**src/rtl/i2c_master_arbiter_if.sv**
```systemverilog
// i2c_master_arbiter_if: link between the arbiter and the shared i2c_master
interface i2c_master_arbiter_if;
    logic       m_start;
    logic       m_rnw;
    logic [6:0] m_addr;
    logic [2:0] m_size;
    logic [7:0] m_wdata;
    logic       m_wvalid;
    logic       m_ready;
    logic       m_busy;
    logic       m_data_available;
    logic       m_data_request;
    logic [7:0] m_rdata;
    modport master (
        output m_start, m_rnw, m_addr, m_size, m_wdata, m_wvalid,
        input  m_ready, m_busy, m_data_available, m_data_request, m_rdata
    );
    modport slave (
        input  m_start, m_rnw, m_addr, m_size, m_wdata, m_wvalid,
        output m_ready, m_busy, m_data_available, m_data_request, m_rdata
    );
endinterface

```
**src/rtl/i2c_master_arbiter.sv**
```systemverilog
// i2c_master_arbiter: round-robin sharing of one i2c_master among N requesters
module i2c_master_arbiter #(
    parameter int N       = 4,
    parameter int TIMEOUT = 4096,
    parameter int TW      = 13
) (
    input  logic                 clk,
    input  logic                 rst,
    input  logic [N-1:0]         req,
    input  logic [N-1:0]         req_rnw,
    input  logic [7*N-1:0]       req_addr,
    input  logic [3*N-1:0]       req_size,
    input  logic [8*N-1:0]       req_wdata,
    input  logic [N-1:0]         req_wvalid,
    output logic [N-1:0]         grant,
    output logic [N-1:0]         wreq,
    output logic [N-1:0]         rvalid,
    output logic [7:0]           rdata,
    output logic [N-1:0]         done,
    output logic [N-1:0]         err,
    i2c_master_arbiter_if.master m
);
    localparam int PW = N > 1 ? $clog2(N) : 1;

    typedef enum logic [1:0] {IDLE, LAUNCH, RUN, FINISH} state_t;

    state_t        state, state_n;
    logic [1:0]    ready_q, busy_q, avail_q;
    logic          ready_s, busy_s, avail_s, avail_d, rd_rise, eflag;
    logic [TW-1:0] cnt;
    logic [PW-1:0] ptr, gi, win;

    assign ready_s = ready_q[1];
    assign busy_s  = busy_q[1];
    assign avail_s = avail_q[1];
    assign rd_rise = state == RUN && avail_s && !avail_d;

    assign m.m_start  = state == LAUNCH;
    assign m.m_wdata  = |grant ? req_wdata[8*gi +: 8] : 8'h00;
    assign m.m_wvalid = |grant && req_wvalid[gi];
    assign wreq       = grant & {N{m.m_data_request}};
    assign done       = (state == FINISH && !eflag) ? grant : '0;
    assign err        = (state == FINISH && eflag) ? grant : '0;

    // two-flop synchronisers for the master's slow status lines
    always_ff @(posedge clk or posedge rst) begin
        if (rst) begin
            ready_q <= '0;
            busy_q  <= '0;
            avail_q <= '0;
        end else begin
            ready_q <= {ready_q[0], m.m_ready};
            busy_q  <= {busy_q[0], m.m_busy};
            avail_q <= {avail_q[0], m.m_data_available};
        end
    end

    // first requesting index at or above ptr, wrapping at N
    always_comb begin
        win = ptr;
        for (int k = N - 1; k >= 0; k--)
            if (req[(int'(ptr) + k) % N]) win = PW'((int'(ptr) + k) % N);
    end

    // state register
    always_ff @(posedge clk or posedge rst) begin
        if (rst) state <= IDLE;
        else     state <= state_n;
    end

    // next-state: launch wins over timeout when both happen on the same cycle
    always_comb begin
        state_n = state;
        case (state)
            IDLE:    state_n = (|req && !busy_s) ? LAUNCH : IDLE;
            LAUNCH:  state_n = !ready_s ? RUN : (cnt == TW'(TIMEOUT - 1)) ? FINISH : LAUNCH;
            RUN:     state_n = ready_s ? FINISH : RUN;
            default: state_n = IDLE;
        endcase
    end

    // grant/descriptor latch, timeout counter, pointer and read capture
    always_ff @(posedge clk or posedge rst) begin
        if (rst) begin
            grant    <= '0;
            gi       <= '0;
            ptr      <= '0;
            cnt      <= '0;
            eflag    <= 1'b0;
            m.m_rnw  <= 1'b0;
            m.m_addr <= '0;
            m.m_size <= '0;
            rdata    <= '0;
            rvalid   <= '0;
            avail_d  <= 1'b0;
        end else begin
            avail_d <= avail_s;
            rvalid  <= rd_rise ? grant : '0;
            if (rd_rise) rdata <= m.m_rdata;
            case (state)
                IDLE: if (state_n == LAUNCH) begin
                    grant    <= N'(1) << win;
                    gi       <= win;
                    m.m_rnw  <= req_rnw[win];
                    m.m_addr <= req_addr[7*win +: 7];
                    m.m_size <= req_size[3*win +: 3];
                    eflag    <= 1'b0;
                    cnt      <= '0;
                end
                LAUNCH: begin
                    cnt <= cnt + 1'b1;
                    if (ready_s && cnt == TW'(TIMEOUT - 1)) eflag <= 1'b1;
                end
                FINISH: begin
                    grant <= '0;
                    ptr   <= (gi == PW'(N - 1)) ? '0 : gi + 1'b1;
                    cnt   <= '0;
                end
                default: ;
            endcase
        end
    end
endmodule

```
**src/flat_wrapper.sv**
```systemverilog
// flat-port wrapper written by rule: the top's interface ports become plain ports
module i2c_master_arbiter_flat 
#(
    parameter int N       = 4,
    parameter int TIMEOUT = 4096,
    parameter int TW      = 13
)
  (clk, rst, req, req_rnw, req_addr, req_size, req_wdata, req_wvalid, grant, wreq, rvalid, rdata, done, err, m_m_start, m_m_rnw, m_m_addr, m_m_size, m_m_wdata, m_m_wvalid, m_m_ready, m_m_busy, m_m_data_available, m_m_data_request, m_m_rdata);
  i2c_master_arbiter_if m_i ();
  input  logic clk;
  input  logic rst;
  input  logic [N-1:0] req;
  input  logic [N-1:0] req_rnw;
  input  logic [7*N-1:0] req_addr;
  input  logic [3*N-1:0] req_size;
  input  logic [8*N-1:0] req_wdata;
  input  logic [N-1:0] req_wvalid;
  output logic [N-1:0] grant;
  output logic [N-1:0] wreq;
  output logic [N-1:0] rvalid;
  output logic [7:0] rdata;
  output logic [N-1:0] done;
  output logic [N-1:0] err;
  output wire logic [$bits(m_i.m_start)-1:0] m_m_start;
  output wire logic [$bits(m_i.m_rnw)-1:0] m_m_rnw;
  output wire logic [$bits(m_i.m_addr)-1:0] m_m_addr;
  output wire logic [$bits(m_i.m_size)-1:0] m_m_size;
  output wire logic [$bits(m_i.m_wdata)-1:0] m_m_wdata;
  output wire logic [$bits(m_i.m_wvalid)-1:0] m_m_wvalid;
  input wire logic [$bits(m_i.m_ready)-1:0] m_m_ready;
  input wire logic [$bits(m_i.m_busy)-1:0] m_m_busy;
  input wire logic [$bits(m_i.m_data_available)-1:0] m_m_data_available;
  input wire logic [$bits(m_i.m_data_request)-1:0] m_m_data_request;
  input wire logic [$bits(m_i.m_rdata)-1:0] m_m_rdata;
  assign m_m_start = m_i.m_start;
  assign m_m_rnw = m_i.m_rnw;
  assign m_m_addr = m_i.m_addr;
  assign m_m_size = m_i.m_size;
  assign m_m_wdata = m_i.m_wdata;
  assign m_m_wvalid = m_i.m_wvalid;
  assign m_i.m_ready = m_m_ready;
  assign m_i.m_busy = m_m_busy;
  assign m_i.m_data_available = m_m_data_available;
  assign m_i.m_data_request = m_m_data_request;
  assign m_i.m_rdata = m_m_rdata;
  i2c_master_arbiter #(.N(N), .TIMEOUT(TIMEOUT), .TW(TW)) u_core (.clk(clk), .rst(rst), .req(req), .req_rnw(req_rnw), .req_addr(req_addr), .req_size(req_size), .req_wdata(req_wdata), .req_wvalid(req_wvalid), .grant(grant), .wreq(wreq), .rvalid(rvalid), .rdata(rdata), .done(done), .err(err), .m(m_i));
endmodule
```
**config.mk**
```make
export PLATFORM = sky130hd
export DESIGN_NAME = i2c_master_arbiter_flat
export DESIGN_NICKNAME = d
export VERILOG_FILES = /design/src/rtl/i2c_master_arbiter_if.sv /design/src/rtl/i2c_master_arbiter.sv /design/src/flat_wrapper.sv
export SDC_FILE = /design/constraint.sdc
export NUM_CORES = 1
export LEC_CHECK = 0
export ABC_AREA = 1
export ABC_CLOCK_PERIOD_IN_PS = 1700
export CORE_MARGIN = 2
export CORE_UTILIZATION = 39
export CTS_BUF_LIST = sky130_fd_sc_hd__clkbuf_4
export DETAILED_ROUTE_END_ITERATION = 10
export MAX_ROUTING_LAYER = met4
export PLACE_DENSITY = 0.9
export SYNTH_ARGS = -nofsm -noshare
export SYNTH_HDL_FRONTEND = slang
export SYNTH_SLANG_ARGS = --single-unit
```
**constraint.sdc**
```tcl
create_clock -name clk -period 1.7 [get_ports clk]
set_input_delay 0.34 -clock clk [delete_from_list [all_inputs] [get_ports clk]]
set_output_delay 0.34 -clock clk [all_outputs]
set_load 0.1 [all_outputs]
```
==> results of run 1 <==
==> per-stage QoR <==
stage               util, %  hold slack (ns)  area, sq um  setup slack (ns)  cells
CTS                    76.6            0.288         6230            -0.304    753
finish                 81.8            0.261         6660            -0.668    770
detailed placement     70.8            0.339         5760            -0.520    724
global route           81.8            0.291         6660            -0.749    770
global placement       70.8            0.334         5760            -0.360    724
floorplan                 -            0.331         3460            -0.584    460
==> flip-flops by register name (all words and copies together), names as in the netlist, 3 cells and up <==
name and flops:
u_core.m.m_size 3, u_core.rvalid 4, u_core.m.m_addr 7, u_core.rdata 8
u_core.cnt 13, u_core.grant 4
==> layout by cell type (no fill, tap or decap), types with 2 or more instances in the layout <==
cell type,Yosys,routed
sky130_fd_sc_hd__a21oi_1,13,4
sky130_fd_sc_hd__a21oi_4,0,9
sky130_fd_sc_hd__buf_12,1,58
sky130_fd_sc_hd__buf_4,2,43
sky130_fd_sc_hd__buf_6,2,11
sky130_fd_sc_hd__clkbuf_16,0,3
sky130_fd_sc_hd__clkbuf_4,0,5
sky130_fd_sc_hd__clkdlybuf4s50_1,0,97
sky130_fd_sc_hd__clkinv_4,0,2
sky130_fd_sc_hd__clkinvlp_4,0,4
sky130_fd_sc_hd__dfrtp_1,54,45
sky130_fd_sc_hd__dfrtp_2,0,9
sky130_fd_sc_hd__inv_1,33,16
sky130_fd_sc_hd__inv_2,4,12
sky130_fd_sc_hd__inv_4,0,3
sky130_fd_sc_hd__inv_6,1,2
sky130_fd_sc_hd__mux2_2,8,8
sky130_fd_sc_hd__nand2_1,152,132
sky130_fd_sc_hd__nand2_2,15,30
sky130_fd_sc_hd__nand2_4,2,3
sky130_fd_sc_hd__nand2_8,1,7
sky130_fd_sc_hd__nand3_1,39,25
sky130_fd_sc_hd__nand3_2,0,10
sky130_fd_sc_hd__nand3_4,1,5
sky130_fd_sc_hd__nor2_1,59,34
sky130_fd_sc_hd__nor2_2,0,11
sky130_fd_sc_hd__nor2_4,1,15
sky130_fd_sc_hd__nor3_1,5,3
sky130_fd_sc_hd__nor3_4,0,2
sky130_fd_sc_hd__o21ai_0,40,10
sky130_fd_sc_hd__o21ai_1,1,16
sky130_fd_sc_hd__o21ai_2,0,15
sky130_fd_sc_hd__o22ai_1,2,2
sky130_fd_sc_hd__o31ai_1,2,2
==> path summary, 6_finish.rpt <==
path / start / endpoint / slack (ns) / depth (start not counted)
worst max-delay path: u_core.ptr[0] / u_core.m.m_rnw / -0.67 / 15
worst min-delay path: rst / u_core.cnt[0] / 0.26 / 3
worst max register to register: u_core.ptr[0] / u_core.m.m_rnw / -0.67 / 15
worst min register to register: u_core.avail_q[0] / u_core.avail_q[1] / 0.37 / 0
max in group asynchronous: rst / u_core.grant[3] / 1.15 / 3
min in group clk: m_m_ready / u_core.ready_q[0] / 0.35 / 1
==> worst register-to-register path, delay by kind of cell, from the launching register on <==
family,cells,cell delay [ns]
and+or+nand+nor,12,1.29
DFF,1,0.54
buffers and inverters,3,0.47
==> timing repair <==
| item | in CTS | in global routing |
|---|---|---|
| resized for setup | 82 | 81 |
| pin swaps | 15 | 31 |
| gates cloned | 4 | 4 |
| setup endpoints to repair | 37 | 45 |
| buffers inserted | 17 | 15 |
==> cells by family after synthesis <==
kind of cell	count (synthesis)	synth area share, %
simple gates	278	36.8
compound gates	61	9.88
buf+inv	56	8.00
flops	54	41.5
mux	8	2.77
fa+ha+maj	2	0.769
xor+xnor	1	0.269
==> area by class of cell <==
type	instances	area (sq um)
multi-input combinational	352	2230
fill	335	1480
clock inverter	3	47.5
inverter	39	193
sequential	54	1360
clock buffer	5	37.5
tap	105	131
timing repair buffer	212	2650
==> layer usage <==
metal  vias up  wire, um  global-route usage [%]
met3       154      1860                    5.45
li1       1885         -                       -
met5         -         0                       -
met2       437      8680                    53.2
met1      2168      5280                    29.5
met4         0      1480                    18.1
==> run_results.csv, run 1 <==
group,metric,value,unit
cts,cts-root-to-sink-buffers,2,
worst_setup_path,criticalPathCategory,"register to register",
synth,async_flop_share,100,%
placement,finalWeightedCongestion,0.996,
worst_setup_path,critPathSlowestCell,"sky130_fd_sc_hd__dfrtp_2",
synth,synth.most_common_cell,"sky130_fd_sc_hd__nand2_1",
worst_setup_path,timing.critical_path.max_delay_family,"simple AND/OR/NAND/NOR gates",
grt,gr-total-overflow,0,
routing,via_count_of_the_routed_design,4644,
synth,postSynthCellCount,460,
worst_setup_path,critPathLaunchType,"register",
grt,grt_start_max_net_pins,55,
cts,clock_tree_from_tritoncts,"done",
placement,numPortBuffers,146,
cells_and_area,antenna_cells_inserted,0,
routing,drcViolationCount,0,
grt,globalRouteTotalUtil,29.6,%
cts,clock_tree.htree_level_count,2,
cts,postCtsHoldBufs,0,
cells_and_area,fin_nets,764,
timing,worst-slew-pin-transition,0.318,ns
cts,clock_insertion_delay_worst_skew,0.41,ns
routing,routedWlPerCell,22.5,um
worst_setup_path,cpMostUsedCell,"sky130_fd_sc_hd__nand2_1",
die,row_count,33,
synth,most_used_dff_post_synth,"sky130_fd_sc_hd__dfrtp_1",
grt,initial_antenna_violation_count,0,
synth,yosysWarningCount,0,
cells_and_area,area_delta_synth_final,104,%
synth,yosys.cell_types.count,33,
cts,cts.sinks,54,
die,num_io_pins,147,
grt,number_of_global_route_vias_before_repair,4226,
cells_and_area,drive_above_1_share,41.2,%
cts,cts.clk_slew.worst_paths,0.19,ns
timing,fin_setup_tns,-12.38,ns
timing,timing.final.setup_violations,41,
timing,timing.clock.skew,0.0247,ns
grt,grt_first_pass_wirelength,20.2,mm
cts,clk_tree_root_cell,"sky130_fd_sc_hd__clkbuf_4",
worst_setup_path,crit_path_max_incr_delay,0.54,ns
synth,mappedNetlistArea,3250,sq um
timing,rsz_0062_raised_after_global_routing,"yes",
flow_run,max_cap_viol_count,0,
synth,cell_types_occupying_the_most_area_after_synthesis,"sky130_fd_sc_hd__dfrtp_1 42%, sky130_fd_sc_hd__nand2_1 18%, sky130_fd_sc_hd__nor2_1 6.8%",
routing,first_pass_iters,7,
synth,synth.avg_cell_area,7.07,sq um
worst_setup_path,cp-end-kind,"register",
die,initial_core_util,40.0,%
synth,synth.net_count,560,
placement,hpwl,8.52,mm
timing,min_period_over_period,139,%
routing,postRouteAntennaNets,0,
synth,synth_enable_flop_cells,0,
min_path,path_category_of_the_worst_min_delay_check,"primary input to async pin",
synth,ys_seq_area_share,41.5,%
worst_setup_path,critical_path_arrival,2.71,ns
die,die_height,95.4,um
routing,wirelength,17.3,mm
timing,hold_violations,0,
timing,max_freq,422,MHz
cts,tritoncts.num_buffers,5,
synth,yosys-top-cells-count,"152 x sky130_fd_sc_hd__nand2_1, 59 x sky130_fd_sc_hd__nor2_1, 54 x sky130_fd_sc_hd__dfrtp_1",
die,coreArea,8130,sq um
timing,finalCriticalPeriod,2.37,ns
timing,max-slew-margin-rel,78.6,%
timing,timing_max_transition_violations_final,0,
synth,synth_area_leader_cell,"sky130_fd_sc_hd__dfrtp_1",
worst_setup_path,path_max_fanout,11,
die,die-area,9090,sq um
die,fp.dieW,95.4,um
worst_setup_path,cp.buffers_inverters,3,
synth,area_fraction_of_the_dominant_cell_type_after_synthesis,41.5,%
worst_setup_path,timing.critical_path.required,2.04,ns
routing,drt-vias-per-instance,6.03,
worst_setup_path,crit_path_cell_trace,"buf_6 > nand2_1 > nand2_2 > nand2_1 > nand2_2 > inv_2 > nand2_4 > nand3_4 > clkbuf_16 > nand3_2 > nand2_2 > nand2_1 > nand2_1 > nand2_1 > nand2_1",
outcome,violations,"negative setup slack",
timing,final.setup.worst_slack,-0.668,ns
routing,drt-initial-drc-count,431,
synth,synth.ff_latch_count,54,
outcome,run_status,"finished, violations left",
Power of run 1 is not shown: default switching activity piles up to over one toggle a cycle in this logic, so the estimate is an artifact.
==> run 2, diff against run 1 <==
- ABC_AREA: 1 -> default
- ABC_CLOCK_PERIOD_IN_PS: 1700 -> 3100
- CORE_UTILIZATION: 39 -> 45
- MAX_ROUTING_LAYER: met4 -> default
- PLACE_DENSITY: 0.9 -> 0.95
- clock period: 1.7 -> 3.1 ns (I/O delays scaled with it)
==> run 2 against run 1 <==
Effect of this change: via count is 38% lower; synthesized area is 9.4% lower; highest routed layer unchanged; core utilization is 10 points lower; flip-flop and latch count stayed put; the flow now finishes without violations; final area is 32% lower; die area is 21% lower; setup slack better by 1.1 ns.
==> run_results.csv, run 2 <==
group,metric,value,unit
min_path,timing.hold.worst_endpoint,"u_core.busy_q[1]",
synth,ys_seq_area_share,45.8,%
die,die_height,85.0,um
synth,postSynthCellCount,284,
min_path,worstHoldStart,"u_core.busy_q[0]",
timing,max_freq,374,MHz
timing,max-slew-margin-rel,47.1,%
synth,most_used_dff_post_synth,"sky130_fd_sc_hd__dfrtp_1",
synth,area_fraction_of_the_dominant_cell_type_after_synthesis,45.8,%
cts,clock_tree_from_tritoncts,"done",
flow_run,max_cap_viol_count,0,
die,fp.dieW,85.0,um
cells_and_area,fillCellCount,435,
synth,cell_types_occupying_the_most_area_after_synthesis,"sky130_fd_sc_hd__dfrtp_1 46%, sky130_fd_sc_hd__mux4_2 6.9%, sky130_fd_sc_hd__nand2_1 3.8%",
synth,synth_enable_flop_cells,0,
worst_setup_path,path_max_fanout,12,
timing,min_period_over_period,86.2,%
min_path,whs_path_depth,0,
grt,initial_antenna_violation_count,0,
routing,postRouteAntennaNets,0,
timing,hold_violations,0,
grt,number_of_global_route_vias_before_repair,3069,
synth,yosys.cell_types.count,44,
routing,drt-initial-drc-count,224,
power,leakage,1.98,nW
grt,globalRouteTotalUtil,25.8,%
placement,finalWeightedCongestion,0.840,
worst_setup_path,timing.critical_path.required,2.48,ns
timing,finalCriticalPeriod,2.67,ns
worst_setup_path,cp-end-kind,"output pin",
synth,yosysWarningCount,0,
timing,worst-slew-pin-transition,0.787,ns
cells_and_area,register_name_with_the_most_flops,"u_core.cnt",
worst_setup_path,critPathLaunchType,"register",
synth,synth.net_count,384,
placement,hpwl,7.09,mm
cells_and_area,multi_input_comb_area,1500,sq um
cells_and_area,drive_above_1_share,19.4,%
routing,drcViolationCount,0,
power,irDropWorstVdd,1.03,mV
cts,postCtsHoldBufs,0,
placement,numPortBuffers,146,
timing,fin_setup_tns,0,ns
synth,synth.most_common_cell,"sky130_fd_sc_hd__dfrtp_1",
routing,via_count_of_the_routed_design,2871,
cts,tritoncts.num_buffers,5,
cts,cts-root-to-sink-buffers,2,
power,power_density,1120,nW/um^2
cells_and_area,largest_register_ffs,13,
synth,synth.avg_cell_area,10.4,sq um
grt,grt_start_max_net_pins,31,
worst_setup_path,worst_r2r_path_depth,3,
cts,post-cts-setup-buffer-count,0,
cells_and_area,reg.largest.list,"u_core.cnt x13, u_core.rdata x8, u_core.m.m_addr x7",
timing,timing.final.setup_violations,0,
outcome,run_status,"complete, no violations",
cts,cts.sinks,54,
routing,first_pass_iters,6,
cells_and_area,mostFrequentLayoutCell,"sky130_fd_sc_hd__clkdlybuf4s50_1",
cells_and_area,final-seq-area,1350,sq um
die,coreArea,6350,sq um
die,die-area,7220,sq um
grt,gr-total-overflow,0,
cts,clock_insertion_delay_worst_skew,0.38,ns
cells_and_area,layout.core_utilization,71.8,%
synth,synth.ff_latch_count,54,
min_path,path_category_of_the_worst_min_delay_check,"register to register",
synth,mappedNetlistArea,2950,sq um
grt,grt_first_pass_wirelength,14.7,mm
cts,clk_tree_root_cell,"sky130_fd_sc_hd__clkbuf_4",
die,initial_core_util,46.4,%
synth,yosys-top-cells-count,"54 x sky130_fd_sc_hd__dfrtp_1, 30 x sky130_fd_sc_hd__nand2_1, 16 x sky130_fd_sc_hd__nand3_1, 16 x sky130_fd_sc_hd__o21ai_0",
timing,timing.clock.skew,0.0196,ns
cells_and_area,fin_nets,526,
synth,async_flop_share,100,%
die,num_io_pins,147,
die,row_count,29,
cts,cts.clk_slew.worst_paths,0.15,ns
routing,wirelength,9.05,mm
timing,rsz_0062_raised_after_global_routing,"no",
worst_setup_path,criticalPathCategory,"register to output pin",
cts,post_cts_resized,0,
worst_setup_path,ff2ff_setup_slack,0.98,ns
routing,drt-vias-per-instance,5.70,
worst_setup_path,critical_path.reg2reg.startpoint,"u_core.state[1]",
worst_setup_path,critical_path_arrival,2.05,ns
cells_and_area,most-common-layout-cells,"97 x sky130_fd_sc_hd__clkdlybuf4s50_1, 54 x sky130_fd_sc_hd__dfrtp_1, 45 x sky130_fd_sc_hd__buf_4",
worst_setup_path,r2r-end,"u_core.m.m_addr[5]",
cells_and_area,antenna_cells_inserted,0,
synth,synth_area_leader_cell,"sky130_fd_sc_hd__dfrtp_1",
routing,routedWlPerCell,18.0,um
timing,timing_max_transition_violations_final,0,
cells_and_area,area_delta_synth_final,54.6,%
cts,clock_tree.htree_level_count,2,
## run 2: cell count changes in the layout (fill, tap and decap cells not counted), sizes merged, moves of 9 or more
cell,change
and2,+10
mux4,+9
nand3,-24
inv,-27
nor2,-48
a21oi,-9
a2bb2oi,+11
nor2b,+12
o211ai,+11
and3,+12
buf,-57
nand2,-142
o21ai,-24
mux2i,+11
## run 2: how the worst max path moves through the flow
stage / startpoint / to / cells after the start
after floorplan: u_core.grant[3] / m_m_wdata[0] / 2
after global placement: req[3] / u_core.m.m_size[0] / 5
after CTS: u_core.gi[0] / m_m_wdata[5] / 3
after global routing: u_core.gi[0] / m_m_wdata[5] / 3
final: u_core.gi[0] / m_m_wdata[5] / 3
after detailed placement: req[3] / u_core.m.m_addr[5] / 5
## run 2: per-layer routing
| metal | share of wire, % | track usage (%) | wire length [um] | up-vias |
|---|---|---|---|---|
| met5 | 0 | 0 | 0 | - |
| met4 | 1.8 | 8.51 | 160 | 0 |
| met3 | 6.5 | 4.86 | 585 | 14 |
| met2 | 53 | 45.7 | 4780 | 117 |
| met1 | 39 | 31.6 | 3520 | 1414 |
| li1 | - | - | - | 1326 |
## run 2: cell families after synthesis
logic type               after synthesis  share of synthesized area, %
flip-flops                            54                          45.8
XOR/XNOR                               6                          1.78
buffers and inverters                 22                          3.22
multiplexers                          28                          13.7
AND/OR/NAND/NOR                      112                          20.2
AO/OA/AOI/OAI                         60                          14.5
adder cells (fa/ha/maj)                2                         0.848
## run 2: worst max-delay path, cell delays in order (launching register included)
cell,delay (ns)
sky130_fd_sc_hd__dfrtp_1,0.77
sky130_fd_sc_hd__mux4_2,0.58
sky130_fd_sc_hd__nor2b_1,0.17
sky130_fd_sc_hd__buf_12,0.17
## run 2: per-stage QoR
| step | total power, mW | std cells | setup WS, ns | cell area (sq um) | hold WS [ns] |
|---|---|---|---|---|---|
| CTS | 5.13 | 504 | 0.377 | 4560 | 0.373 |
| finish | 5.11 | 504 | 0.427 | 4560 | 0.369 |
| global route | 5.31 | 504 | 0.275 | 4560 | 0.376 |
| global placement | 4.65 | 496 | 0.446 | 4480 | 0.337 |
| detailed placement | 4.73 | 496 | 0.278 | 4480 | 0.339 |
| floorplan | 3.69 | 284 | -0.212 | 2950 | 0.331 |
## run 2: layout make-up
type | count | share of cell area (%)
Multi-Input combinational cell | 208 | 33.0
Inverter | 5 | 0.412
Timing Repair Buffer | 152 | 33.1
Clock buffer | 5 | 0.823
Clock inverter | 3 | 0.933
Sequential cell | 54 | 29.6
Tap cell | 77 | 2.11
## run 2: report_power, final
group / leakage [nW] / internal [mW] / total, mW / switching (mW)
Clock: 0.0432 / 0.170 / 0.395 / 0.225
Sequential: 0.689 / 0.909 / 1.17 / 0.257
Combinational: 1.25 / 1.08 / 3.55 / 2.47
Power figures use the tool's default switching activity.
==> run 3, diff against run 2 <==
- CAP_MARGIN: default -> 5
- CTS_CLUSTER_SIZE: default -> 30
- PLACE_DENSITY: 0.95 -> 0.87
==> run 3 against run 2 <==
Effect of this change: clock power decreased by 23%; die area unchanged; global-route usage increased by 0.39 points; flip-flop and latch count unchanged; final area decreased by 0.58%; clock skew decreased by 0.0094 ns; setup slack got worse by 0.057 ns; wire length increased by 1.2%; critical path type unchanged.
==> run_results.csv, run 3 (synthesis results as in run 2) <==
group,metric,value,unit
worst_setup_path,startpoint,"u_core.gi[0]",
cts,cts-root-to-sink-buffers,2,
power,report.power.total,5.02,mW
power,irDropWorstVdd,1.10,mV
flow_run,max_cap_viol_count,0,
cts,post_cts_resized,0,
worst_setup_path,cp-end-kind,"output pin",
die,die-area,7220,sq um
outcome,run_status,"complete, no violations",
die,row_count,29,
cells_and_area,largest_register_ffs,13,
timing,worst-slew-pin-transition,0.646,ns
cts,cts.sinks,54,
cts,clk_tree_root_cell,"sky130_fd_sc_hd__clkbuf_4",
cells_and_area,most-common-layout-cells,"97 x sky130_fd_sc_hd__clkdlybuf4s50_1, 54 x sky130_fd_sc_hd__dfrtp_1, 45 x sky130_fd_sc_hd__buf_4",
cts,cts.clk_slew.worst_paths,0.14,ns
worst_setup_path,critical_path.reg2reg.startpoint,"u_core.state[1]",
cells_and_area,register_name_with_the_most_flops,"u_core.cnt",
grt,initial_antenna_violation_count,0,
grt,met3_usage_in_global_routing,6.23,%
worst_setup_path,criticalPathCategory,"register to output pin",
cells_and_area,fin_nets,526,
timing,finalCriticalPeriod,2.73,ns
min_path,path_category_of_the_worst_min_delay_check,"register to register",
routing,drt-vias-per-instance,5.67,
cts,clock_insertion_delay_worst_skew,0.37,ns
worst_setup_path,path_max_fanout,12,
timing,timing.clock.skew,0.0102,ns
routing,routedWlPerCell,18.2,um
cts,tritoncts.num_buffers,5,
cells_and_area,drive_above_1_share,19.4,%
routing,drcViolationCount,0,
timing,min_period_over_period,88.1,%
grt,global_route_met2_utilization,46.2,%
power,power_density,1110,nW/um^2
cts,post-cts-setup-buffer-count,0,
cells_and_area,area_delta_synth_final,53.7,%
power,leakage,1.97,nW
cells_and_area,mostFrequentLayoutCell,"sky130_fd_sc_hd__clkdlybuf4s50_1",
grt,grt_max_usage_layer,"met2",
grt,number_of_global_route_vias_before_repair,3018,
grt,grt.met1_usage,30.8,%
routing,wirelength,9.16,mm
placement,hpwl,7.18,mm
die,coreArea,6350,sq um
timing,hold_violations,0,
grt,grt_first_pass_wirelength,14.8,mm
placement,numPortBuffers,146,
worst_setup_path,r2r-end,"u_core.m.m_addr[1]",
placement,finalWeightedCongestion,0.826,
grt,globalRouteTotalUtil,26.2,%
worst_setup_path,worst_r2r_path_depth,3,
grt,grt_start_max_net_pins,55,
timing,max-slew-margin-rel,56.6,%
timing,rsz_0062_raised_after_global_routing,"no",
cells_and_area,antenna_cells_inserted,0,
worst_setup_path,critPathLaunchType,"register",
worst_setup_path,critical_path_arrival,2.11,ns
cells_and_area,reg.largest.list,"u_core.cnt x13, u_core.rdata x8, u_core.m.m_addr x7",
timing,timing_max_transition_violations_final,0,
cts,clock_tree_from_tritoncts,"done",
cts,postCtsHoldBufs,0,
routing,postRouteAntennaNets,0,
routing,first_pass_iters,4,
die,num_io_pins,147,
grt,gr-total-overflow,0,
die,fp.dieW,85.0,um
worst_setup_path,timing.critical_path.required,2.48,ns
timing,max_freq,366,MHz
timing,final_hold_slack,0.368,ns
cts,clock_tree.htree_level_count,2,
worst_setup_path,ff2ff_setup_slack,1.10,ns
die,die_height,85.0,um
routing,via_count_of_the_routed_design,2856,
worst_setup_path,endpoint,"m_m_wdata[0]",
routing,drt-initial-drc-count,253,
timing,timing.final.setup_violations,0,
die,initial_core_util,46.4,%
-- run 3: worst min path at each step --
stage	startpoint	endpoint	slack, ns	depth (start not counted)
final	u_core.avail_q[0]	u_core.avail_q[1]	0.37	0
after CTS	u_core.avail_q[0]	u_core.avail_q[1]	0.37	0
after global placement	u_core.ready_q[0]	u_core.ready_q[1]	0.34	0
after global routing	u_core.ready_q[0]	u_core.ready_q[1]	0.38	0
after floorplan	u_core.avail_q[0]	u_core.avail_q[1]	0.33	0
after detailed placement	u_core.avail_q[0]	u_core.avail_q[1]	0.34	0
-- run 3: stage by stage --
step	area (sq um)	utilization [%]	worst slack [ns]	TNS, ns	std cells
after floorplan	2950	-	-0.212	-1.91	284
after global placement	4480	70.5	0.535	0	496
after detailed placement	4480	70.5	0.376	0	496
after CTS	4530	71.4	0.323	0	504
after global routing	4530	71.4	0.251	0	504
final	4530	71.4	0.370	0	504
-- run 3: final cells by class --
type	count	area [sq um]
Timing Repair Buffer	152	1510
Sequential cell	54	1350
Multi-Input combinational cell	208	1500
Clock inverter	3	16.3
Fill cell	464	1820
Inverter	5	18.8
Clock buffer	5	37.5
Tap cell	77	96.3
-- run 3: critical path: stages, from the launching register on --
cell                      delay (ns)
sky130_fd_sc_hd__dfrtp_1        0.79
sky130_fd_sc_hd__mux4_2         0.58
sky130_fd_sc_hd__nor2b_1        0.18
sky130_fd_sc_hd__buf_12         0.17
-- run 3: per-layer routing --
metal	vias up	part of all wire, %
met3	21	6.8
met5	-	0
met2	120	53
met4	0	3.0
li1	1326	-
met1	1389	38
-- run 3: where the power goes --
part / total [mW] / internal (mW) / switching [mW]
Clock: 0.305 / 0.0850 / 0.220
Sequential: 1.17 / 0.908 / 0.259
Combinational: 3.55 / 1.08 / 2.47
